`src/rtl/rob_pkg.sv`:
```
// Shared types and default constants for the reorder buffer.
// Optional same-cycle CDB forwarding on the operand lookup is enabled by ROB_CDB_BYPASS_EN.
package rob_pkg;

  localparam int unsigned RobDepth    = 16;
  localparam int unsigned RobDataW    = 32;
  localparam int unsigned RobCdbPorts = 2;
  localparam int unsigned RobRegW     = 5;

  typedef enum logic [2:0] {
    OpAlu    = 3'd0,
    OpLoad   = 3'd1,
    OpStore  = 3'd2,
    OpBranch = 3'd3,
    OpHalt   = 3'd4
  } rob_op_e;

  // Width-independent per-entry state; parameter-width payload lives in rob_queue.
  typedef struct packed {
    rob_op_e op;
    logic    pred;
    logic    taken;
    logic    occupied;
    logic    ready;
  } rob_meta_t;

  function automatic logic is_mispredict(rob_meta_t m);
    return (m.op == OpBranch) && (m.taken != m.pred);
  endfunction

endpackage

```
`src/rtl/rob_ptr_ctrl.sv`:
```
// Head/tail/count bookkeeping for the circular reorder buffer.
module rob_ptr_ctrl #(
  parameter int unsigned DEPTH = 16,
  parameter int unsigned IDX_W = $clog2(DEPTH)
) (
  input  logic             clk,
  input  logic             rst_n,
  input  logic             alloc_fire_i,
  input  logic             commit_fire_i,
  input  logic             clear_i,
  output logic [IDX_W-1:0] head_o,
  output logic [IDX_W-1:0] tail_o,
  output logic [IDX_W:0]   count_o,
  output logic             full_o
);

  logic [IDX_W-1:0] head_q, head_d, tail_q, tail_d;
  logic [IDX_W:0]   count_q, count_d;

  always_comb begin
    head_d  = head_q;
    tail_d  = tail_q;
    count_d = count_q;
    if (clear_i) begin
      head_d  = '0;
      tail_d  = '0;
      count_d = '0;
    end else begin
      // Pointers are exactly IDX_W bits, so DEPTH-1 -> 0 wraps for free.
      if (alloc_fire_i)  tail_d = tail_q + IDX_W'(1);
      if (commit_fire_i) head_d = head_q + IDX_W'(1);
      unique case ({alloc_fire_i, commit_fire_i})
        2'b10:   count_d = count_q + (IDX_W+1)'(1);
        2'b01:   count_d = count_q - (IDX_W+1)'(1);
        default: count_d = count_q;
      endcase
    end
  end

  always_ff @(posedge clk or negedge rst_n) begin
    if (!rst_n) begin
      head_q  <= '0;
      tail_q  <= '0;
      count_q <= '0;
    end else begin
      head_q  <= head_d;
      tail_q  <= tail_d;
      count_q <= count_d;
    end
  end

  assign head_o  = head_q;
  assign tail_o  = tail_q;
  assign count_o = count_q;
  assign full_o  = (count_q == (IDX_W+1)'(DEPTH));

endmodule

```
`src/rtl/rob_queue.sv`:
```
// In-order-retire reorder buffer with multi-port CDB completion, branch flush and halt.
// Build option: ROB_CDB_BYPASS_EN forwards same-cycle CDB writes onto rd_ready/rd_data.
module rob_queue
  import rob_pkg::*;
#(
  parameter int unsigned DEPTH     = RobDepth,
  parameter int unsigned DATA_W    = RobDataW,
  parameter int unsigned CDB_PORTS = RobCdbPorts,
  parameter int unsigned REG_W     = RobRegW,
  localparam int unsigned IDX_W    = $clog2(DEPTH)
) (
  input  logic                          clk,
  input  logic                          rst_n,
  input  logic                          alloc_valid,
  output logic                          alloc_ready,
  input  logic [2:0]                    alloc_op,
  input  logic [REG_W-1:0]              alloc_dest,
  input  logic [DATA_W-1:0]             alloc_pc,
  input  logic                          alloc_pred,
  output logic [IDX_W-1:0]              alloc_tag,
  input  logic [CDB_PORTS-1:0]          cdb_valid,
  input  logic [CDB_PORTS*IDX_W-1:0]    cdb_tag,
  input  logic [CDB_PORTS*DATA_W-1:0]   cdb_data,
  input  logic [CDB_PORTS*DATA_W-1:0]   cdb_addr,
  input  logic [CDB_PORTS-1:0]          cdb_taken,
  input  logic [IDX_W-1:0]              rd_tag,
  output logic                          rd_ready,
  output logic [DATA_W-1:0]             rd_data,
  output logic                          commit_valid,
  input  logic                          commit_ready,
  output logic [2:0]                    commit_op,
  output logic [REG_W-1:0]              commit_dest,
  output logic [DATA_W-1:0]             commit_data,
  output logic [DATA_W-1:0]             commit_addr,
  output logic [IDX_W-1:0]              commit_tag,
  output logic                          flush,
  output logic [DATA_W-1:0]             flush_pc,
  output logic                          halt,
  output logic [IDX_W:0]                count
);

  rob_meta_t         meta_q [DEPTH];
  rob_meta_t         meta_d [DEPTH];
  logic [REG_W-1:0]  dest_q [DEPTH];
  logic [REG_W-1:0]  dest_d [DEPTH];
  logic [DATA_W-1:0] pc_q   [DEPTH];
  logic [DATA_W-1:0] pc_d   [DEPTH];
  logic [DATA_W-1:0] data_q [DEPTH];
  logic [DATA_W-1:0] data_d [DEPTH];
  logic [DATA_W-1:0] addr_q [DEPTH];
  logic [DATA_W-1:0] addr_d [DEPTH];

  logic              halt_q, halt_d, flush_q, flush_d;
  logic [DATA_W-1:0] flush_pc_q, flush_pc_d;

  logic [IDX_W-1:0]  head, tail;
  logic              full;
  logic              alloc_fire, commit_fire, mispredict, halt_retire;
  rob_meta_t         head_meta;

  rob_ptr_ctrl #(
    .DEPTH (DEPTH),
    .IDX_W (IDX_W)
  ) u_ptr (
    .clk           (clk),
    .rst_n         (rst_n),
    .alloc_fire_i  (alloc_fire),
    .commit_fire_i (commit_fire),
    .clear_i       (mispredict),
    .head_o        (head),
    .tail_o        (tail),
    .count_o       (count),
    .full_o        (full)
  );

  assign head_meta    = meta_q[head];
  assign alloc_ready  = !full && !halt_q;
  assign alloc_tag    = tail;
  assign commit_valid = head_meta.occupied && head_meta.ready && !halt_q;
  assign commit_fire  = commit_valid && commit_ready;
  assign mispredict   = commit_fire && is_mispredict(head_meta);
  assign halt_retire  = commit_fire && (head_meta.op == OpHalt);
  // A flushing or halting retire squashes whatever tries to allocate on the same edge.
  assign alloc_fire   = alloc_valid && alloc_ready && !mispredict && !halt_retire;

  assign commit_op   = head_meta.op;
  assign commit_dest = dest_q[head];
  assign commit_data = data_q[head];
  assign commit_addr = addr_q[head];
  assign commit_tag  = head;

  always_comb begin
    meta_d = meta_q;
    dest_d = dest_q;
    pc_d   = pc_q;
    data_d = data_q;
    addr_d = addr_q;
    // Ascending port order: the highest-indexed port writing a tag lands last.
    for (int p = 0; p < CDB_PORTS; p++) begin
      if (cdb_valid[p] && meta_q[cdb_tag[p*IDX_W +: IDX_W]].occupied) begin
        data_d[cdb_tag[p*IDX_W +: IDX_W]]       = cdb_data[p*DATA_W +: DATA_W];
        addr_d[cdb_tag[p*IDX_W +: IDX_W]]       = cdb_addr[p*DATA_W +: DATA_W];
        meta_d[cdb_tag[p*IDX_W +: IDX_W]].taken = cdb_taken[p];
        meta_d[cdb_tag[p*IDX_W +: IDX_W]].ready = 1'b1;
      end
    end
    if (commit_fire) begin
      meta_d[head].occupied = 1'b0;
      meta_d[head].ready    = 1'b0;
    end
    if (alloc_fire) begin
      meta_d[tail] = '{op:       rob_op_e'(alloc_op),
                       pred:     alloc_pred,
                       taken:    1'b0,
                       occupied: 1'b1,
                       ready:    (rob_op_e'(alloc_op) == OpHalt)};
      dest_d[tail] = alloc_dest;
      pc_d[tail]   = alloc_pc;
    end
    if (mispredict) begin
      for (int i = 0; i < DEPTH; i++) begin
        meta_d[i].occupied = 1'b0;
        meta_d[i].ready    = 1'b0;
      end
    end
  end

  always_comb begin
    halt_d     = halt_q | halt_retire;
    flush_d    = mispredict;
    flush_pc_d = flush_pc_q;
    if (mispredict) begin
      flush_pc_d = head_meta.taken ? addr_q[head] : pc_q[head] + DATA_W'(4);
    end
  end

  always_ff @(posedge clk or negedge rst_n) begin
    if (!rst_n) begin
      meta_q     <= '{default: '0};
      halt_q     <= 1'b0;
      flush_q    <= 1'b0;
      flush_pc_q <= '0;
    end else begin
      meta_q     <= meta_d;
      halt_q     <= halt_d;
      flush_q    <= flush_d;
      flush_pc_q <= flush_pc_d;
    end
  end

  // Payload is only meaningful while occupied, so it needs no reset.
  always_ff @(posedge clk) begin
    dest_q <= dest_d;
    pc_q   <= pc_d;
    data_q <= data_d;
    addr_q <= addr_d;
  end

  always_comb begin
    rd_ready = meta_q[rd_tag].occupied && meta_q[rd_tag].ready;
    rd_data  = data_q[rd_tag];
`ifdef ROB_CDB_BYPASS_EN
    for (int p = 0; p < CDB_PORTS; p++) begin
      if (cdb_valid[p] && (cdb_tag[p*IDX_W +: IDX_W] == rd_tag) && meta_q[rd_tag].occupied) begin
        rd_ready = 1'b1;
        rd_data  = cdb_data[p*DATA_W +: DATA_W];
      end
    end
`endif
  end

  assign flush    = flush_q;
  assign flush_pc = flush_pc_q;
  assign halt     = halt_q;

endmodule

```
`config.mk`:
```
export PLATFORM = sky130hd
export DESIGN_NAME = rob_queue
export DESIGN_NICKNAME = d
export VERILOG_FILES = /design/src/rtl/rob_pkg.sv /design/src/rtl/rob_ptr_ctrl.sv /design/src/rtl/rob_queue.sv
export SDC_FILE = /design/constraint.sdc
export NUM_CORES = 2
export LEC_CHECK = 0
export CAP_MARGIN = 25
export CORE_MARGIN = 2
export CORE_UTILIZATION = 39
export CTS_CLUSTER_DIAMETER = 30
export DETAILED_ROUTE_END_ITERATION = 10
export PLACE_DENSITY = 0.57
export SYNTH_ARGS = -nofsm -noshare
export SYNTH_HDL_FRONTEND = slang
export SYNTH_SLANG_ARGS = --single-unit
export TNS_END_PERCENT = 20
```
`constraint.sdc`:
```
create_clock -name clk -period 4.1 [get_ports clk]
set_input_delay 0.82 -clock clk [delete_from_list [all_inputs] [get_ports clk]]
set_output_delay 0.82 -clock clk [all_outputs]
set_load 0.1 [all_outputs]
```
**Word level (Yosys, flattened, before mapping)**

Cells that the tools add are included.
Widths: inputs -> output; s select.

- Register bits: 1,775
- Input bits: 189
- Word-level logic and storage cells: 294

- Add/subtract/negate cells: 5
- Magnitude comparators: 9
- Equality and inequality tests: 7
- Mux-type cells: 93
- Bitwise logic cells: 6
- Reduce and logical (&&, ||, !) cells: 24

Operators with widths:

| operator | number |
|---|---|
| $bwmux 512 | 5 |
| $mux 512 | 4 |
| $bwmux 112 | 7 |
| $bmux 32 s4 | 4 |
| $mux 112 | 4 |
| $demux 32 s4 | 3 |
| $mux 32 | 12 |
| $demux 7 s4 | 7 |
| $bmux 7 s4 | 4 |
| $bwmux 80 | 1 |
| $mux 2 | 23 |
| $add 32x3->32 const B | 1 |
| $ge 5x5->1 const B | 5 |
| $not 4->5 | 5 |
| $mux 7 | 3 |
| $bmux 5 s4 | 1 |
| $demux 5 s4 | 1 |
| $lt 5x1->1 const B | 4 |
| $mux 5 | 4 |
| $logic_and 1x1->1 | 17 |
| $mux 4 | 4 |
| $pmux 5 s2 | 1 |
| $add 4x1->4 const B | 2 |
| $eq 3x3->1 const B | 2 |
| 13 further kinds | 20 |

**Depth between registers and ports, before layout**

- Depth in word-level cells: 17
- Gate-level depth with buffers: 17

**Hierarchy**

From an unflattened synthesis, not the netlist that was laid out.

- Cells, all modules: 6,952
- Area total of the unflattened synthesis: 84,354.7 sq um

By module, submodules not included:

| module | instances | cells each | area each (sq um) |
|---|---|---|---|
| rob_queue | 1 | 6,878 | 83,568.9 |
| rob_ptr_ctrl | 1 | 74 | 785.8 |

**Least setup slack after synthesis**

Ideal clock, no wire load.

- Path type: register -> output
- Start: register u_ptr.head_q[0], in the netlist u_ptr.head_o[0]
- End: output port commit_data[23]
- Data arrival time: 4,510 ps
- Required time: 3,280 ps
- Slack: -1,230 ps
- Cell stages (with the launch flop): 13
- Buffers on the path: 10
- Cell sequence: dfrtp_1 buf_6 buf_6 buf_6 buf_4 buf_4 buf_4 buf_4 buf_4 buf_2 buf_2 mux4_2 mux4_2

- Word-level cells in the longest chain between the ends: 4

RTL lines:

| what | RTL line | source |
|---|---|---|
| start, declared | rob_ptr_ctrl.sv:17 | `logic [IDX_W-1:0] head_q, head_d, tail_q, tail_d;` |
| start signal, assigned | rob_ptr_ctrl.sv:42 | `head_q <= '0;` |
| start signal, assigned | rob_ptr_ctrl.sv:46 | `head_q <= head_d;` |
| $not 4->5 (not written as such) | rob_queue.sv:88 | `assign commit_data = data_q[head];` |
| $bmux 32 s4 | rob_queue.sv:88 |  |
| $mux 32 (not written as such) (2 in a row) | rob_queue.sv:88 |  |
| end, declared | rob_queue.sv:33 | `output logic [DATA_W-1:0] commit_data,` |

Every way passes these cells. The select of a mux whose other input is x is not followed.

**Worst setup path in the final report**

- Start: register u_ptr.head_q[0], in the netlist u_ptr.head_o[0]
- End: output port commit_addr[25]

- Word-level cells in the longest chain between the ends: 4

RTL lines:

| what | RTL line | source |
|---|---|---|
| $not 4->5 (not written as such) | rob_queue.sv:89 | `assign commit_addr = addr_q[head];` |
| $bmux 32 s4 | rob_queue.sv:89 |  |
| $mux 32 (not written as such) (2 in a row) | rob_queue.sv:89 |  |
| end, declared | rob_queue.sv:34 | `output logic [DATA_W-1:0] commit_addr,` |

Every way passes these cells. The select of a mux whose other input is x is not followed.

==> flow_metrics.tcl <==
set metrics [dict create \
    drt-wirelength-per-cell_um 28.1 \
    gp_congestion 0.830 \
    core_area_mm2 0.215 \
    path_class "reg -> out" \
    floorplan.die.width_um 469 \
    utilization_pct 51.0 \
    slew_headroom_pct 27.9 \
    grt_start_max_net_pins 91 \
    numPortBuffers 342 \
    fin_tns_setup_ns -4.63 \
    rsz0062_at_grt "true" \
    routed_wl_um 296000 \
    post_synth_instance_area_mm2 0.0845 \
    detail-route-antenna-nets 0 \
    violations_in_the_final_reports "negative setup slack" \
    post_route_cells_drive_above_1_share_pct 25.6 \
    worst_hold_path_type "reg -> reg" \
    cts.sinks 1775 \
    tritoncts "built" \
    required_time_of_the_critical_path_ns 3.28 \
    crit_chain "buf_12 -> buf_16 -> buf_12 -> buf_16 -> mux4_2 -> mux4_2 -> buf_12" \
    max_cap_viol_count 0 \
    gr-usage-all-layers_pct 26.2 \
    p_clk_share_pct 32.6 \
    worstSetupStartpointType "flop" \
    floorplan.die_area_mm2 0.220 \
    clockRootBuffer "sky130_fd_sc_hd__clkbuf_16" \
    dp_hpwl_um 174000 \
    antenna_violations_before_repair 55 \
    synth_area_per_cell_um2 12.2 \
    timing.hold.worst_path_depth 1 \
    synthCells 6943 \
    ys_ff_latch 1775 \
    numCtsBuffers 426 \
    number_of_synthesized_flops_with_an_enable_pin 592 \
    power_leakage_nw 48.8 \
    drt_first_iter_violations 6292 \
    ys_warn_count 0 \
    cts.reportedPaths.clkPinSlew_ns 0.04 \
    placed_cell_area_mm2 0.0936 \
    seq_area_frac_synth_pct 50.0 \
    source_to_sink_clock_delay_at_the_later_pin_of_the_worst_skew_pair_ns 0.97 \
    fmax_ghz 0.233 \
    num_rows 170 \
    p_int_w 0.0662 \
    vias 60700 \
    area_growth_syn_to_layout_pct 29.9 \
    syn_nets 7145 \
    power.combinational.fraction_pct 40.9 \
    critical-path-max-stage-delay_ns 0.66 \
    post_synth_num_cell_types 67 \
    final_hold_fails 0 \
    via_count_of_the_first_global_routing_pass 60100 \
    pin_count 343 \
    die-height_um 469 \
    detail_route.vias_per_cell 5.76 \
    setup_viol 56 \
    power_after_layout_w 0.103 \
    asyncSetResetFlopFracSynth_pct 8.96 \
    cp_data_arrival_time_ns 3.47 \
    seq_power_share_pct 26.5 \
    run_status "finished, violations left" \
    synth-main-ff-cell "sky130_fd_sc_hd__dfxtp_1" \
    wire_length_of_the_first_global_routing_pass_um 428000 \
    worst_reg_to_reg_cells 11 \
    end_kind "output pin" \
    p_per_area_mw_per_mm2 941 \
    proportion_of_total_power_due_to_net_switching_pct 35.9 \
    drcViolationCount 0 \
    maximum_ir_drop_on_the_vdd_rail_mv 1.31 \
    layout.cell_area.non_filler_mm2 0.110 \
    p_switching_w 0.0371 \
    starting_utilization_of_the_core_area_pct 39.3 \
    final.period_utilization_pct 105 \
    final_critical_path_setup_slack_ns -0.186 \
    htree_num_levels 5 \
    dp_worst_setup_slack_ns 0.0336 \
    tightest_slew_ns 1.08 \
    final.setup_skew_ns 0.0686 \
    cts.path.max_buffers 4 \
    globalRoute.totalOverflow 0 \
    design.final.nets 7536 \
    critical_path.most_common_cell "sky130_fd_sc_hd__buf_12" \
    drtPass1Iterations 6 \
    worst-path-max-fanout 8 \
    timing.final.crit_period_ns 4.29 \
    slew_violations 0 \
    cp_slowest_cell "sky130_fd_sc_hd__mux4_2" \
]
cell usage in the layout, fill, tap and decap left out, types with 26 or more instances in the layout:
master,instances
sky130_fd_sc_hd__clkinv_2,76
sky130_fd_sc_hd__dfrtp_1,155
sky130_fd_sc_hd__clkbuf_8,68
sky130_fd_sc_hd__buf_4,164
sky130_fd_sc_hd__mux2i_1,1052
sky130_fd_sc_hd__clkdlybuf4s50_1,227
sky130_fd_sc_hd__clkbuf_16,437
sky130_fd_sc_hd__dfxtp_1,1024
sky130_fd_sc_hd__a22oi_1,30
sky130_fd_sc_hd__edfxtp_1,592
sky130_fd_sc_hd__clkinvlp_4,31
sky130_fd_sc_hd__bufinv_16,51
sky130_fd_sc_hd__buf_12,237
sky130_fd_sc_hd__mux2_1,41
sky130_fd_sc_hd__nor2_1,1086
sky130_fd_sc_hd__mux4_2,684
sky130_fd_sc_hd__o21ai_0,54
sky130_fd_sc_hd__a21oi_1,1064
sky130_fd_sc_hd__mux2_2,30
sky130_fd_sc_hd__diode_2,26
sky130_fd_sc_hd__nand2_1,85
sky130_fd_sc_hd__buf_16,31
sky130_fd_sc_hd__clkbuf_1,71
power by group through the flow:
stage	Sequential (W)	Combinational, W	Clock (W)
6_report	0.0274	0.0422	0.0337
5_1_grt	0.0281	0.0440	0.0350
3_5_place_dp	0.0277	0.0394	0
4_1_cts	0.0274	0.0418	0.0340
3_3_place_gp	0.0273	0.0390	0
2_1_floorplan	0.0270	0.0273	0
Yosys cell counts (16+ instances only):
master / count / area share (%)
sky130_fd_sc_hd__a211oi_1: 17 / 0.15
sky130_fd_sc_hd__a21oi_1: 1068 / 6.3
sky130_fd_sc_hd__a22oi_1: 30 / 0.27
sky130_fd_sc_hd__and3_1: 26 / 0.19
sky130_fd_sc_hd__buf_1: 172 / 0.76
sky130_fd_sc_hd__buf_2: 51 / 0.30
sky130_fd_sc_hd__buf_6: 16 / 0.21
sky130_fd_sc_hd__clkbuf_1: 487 / 2.2
sky130_fd_sc_hd__dfrtp_1: 159 / 4.7
sky130_fd_sc_hd__dfxtp_1: 1024 / 24
sky130_fd_sc_hd__edfxtp_1: 592 / 21
sky130_fd_sc_hd__inv_1: 21 / 0.093
sky130_fd_sc_hd__mux2_1: 41 / 0.55
sky130_fd_sc_hd__mux2_2: 30 / 0.40
sky130_fd_sc_hd__mux2i_1: 1052 / 12
sky130_fd_sc_hd__mux4_2: 681 / 18
sky130_fd_sc_hd__nand2_1: 111 / 0.49
sky130_fd_sc_hd__nand3_1: 27 / 0.16
sky130_fd_sc_hd__nor2_1: 1088 / 4.8
sky130_fd_sc_hd__o21ai_0: 56 / 0.33
through the flow:
| stage | hold WS, ns | instances |
|---|---|---|
| floorplan | 0.449 | 6943 |
| detailed placement | 0.468 | 9660 |
| finish | 0.471 | 10500 |
| global placement | 0.460 | 9658 |
| CTS | 0.478 | 10500 |
| global route | 0.500 | 10500 |
logic make-up (layout without fill, tap and decap cells):
logic type	count (synthesis)	in the layout	synth area share, %
mux	1823	1823	32.0
flops	1775	1775	50.0
simple gates	1324	1324	6.29
compound gates	1220	1220	7.54
buf+inv	764	1495	3.70
xor+xnor	24	24	0.249
fa+ha+maj	13	13	0.201
other cells	0	26	0
timing repair:
item	CTS	global route
resized for setup	92	14
setup endpoints to repair	70	133
endpoints found under the hold margin	64	0
pin swaps	2	1
cloned	22	5
buffers inserted	41	15
hold buffers	1	0
sequential cells by signal (all words and copies together), names as in the netlist, 5 cells and up:
name / count
meta_q: 112
u_ptr.count_o: 5
dest_q: 80
flush_pc: 32
pc_q: 512
data_q: 512
addr_q: 512
path summary, 6_finish.rpt:
path | start | to | slack (ns)
setup / recovery | u_ptr.head_o[0]$_DFFE_PN0P_ | commit_addr[25] | -0.19
hold / removal | meta_q[104]$_DFFE_PN0P_ | meta_q[104]$_DFFE_PN0P_ | 0.47
setup reg to reg | u_ptr.head_o[0]$_DFFE_PN0P_ | pc_q[93]$_DFFE_PP_ | 0.11
min in group asynchronous | rst_n | u_ptr.count_o[0]$_DFFE_PN0P_ | 0.52
max in group asynchronous | rst_n | flush_pc[8]$_DFFE_PN0N_ | 2.69
hold reg to reg | meta_q[104]$_DFFE_PN0P_ | meta_q[104]$_DFFE_PN0P_ | 0.47
final cells by class:
| class | instances | area [µm²] |
|---|---|---|
| multi-input cells | 4404 | 39600 |
| repair buffers | 705 | 9800 |
| diodes | 26 | 65.1 |
| clock buffers | 571 | 12000 |
| well taps | 2838 | 3550 |
| clock inverters | 197 | 2410 |
| inverters | 22 | 85.1 |
| fillers | 18000 | 105000 |
| flip-flops and latches | 1775 | 42300 |
metal layers:
| metal | vias up | track usage (%) | routed length [µm] |
|---|---|---|---|
| met5 | - | 0 | 324 |
| met4 | 48 | 10.7 | 10800 |
| met3 | 639 | 5.69 | 23500 |
| met2 | 2591 | 42.8 | 143000 |
| met1 | 30600 | 33.9 | 119000 |
| li1 | 26800 | - | - |
worst max-delay path, delay by kind of cell (launching register included):
family / cells / cell delay, ns
mux: 2 / 1.18
buf+inv: 5 / 0.83
flops: 1 / 0.47
Power figures use the tool's default switching activity.
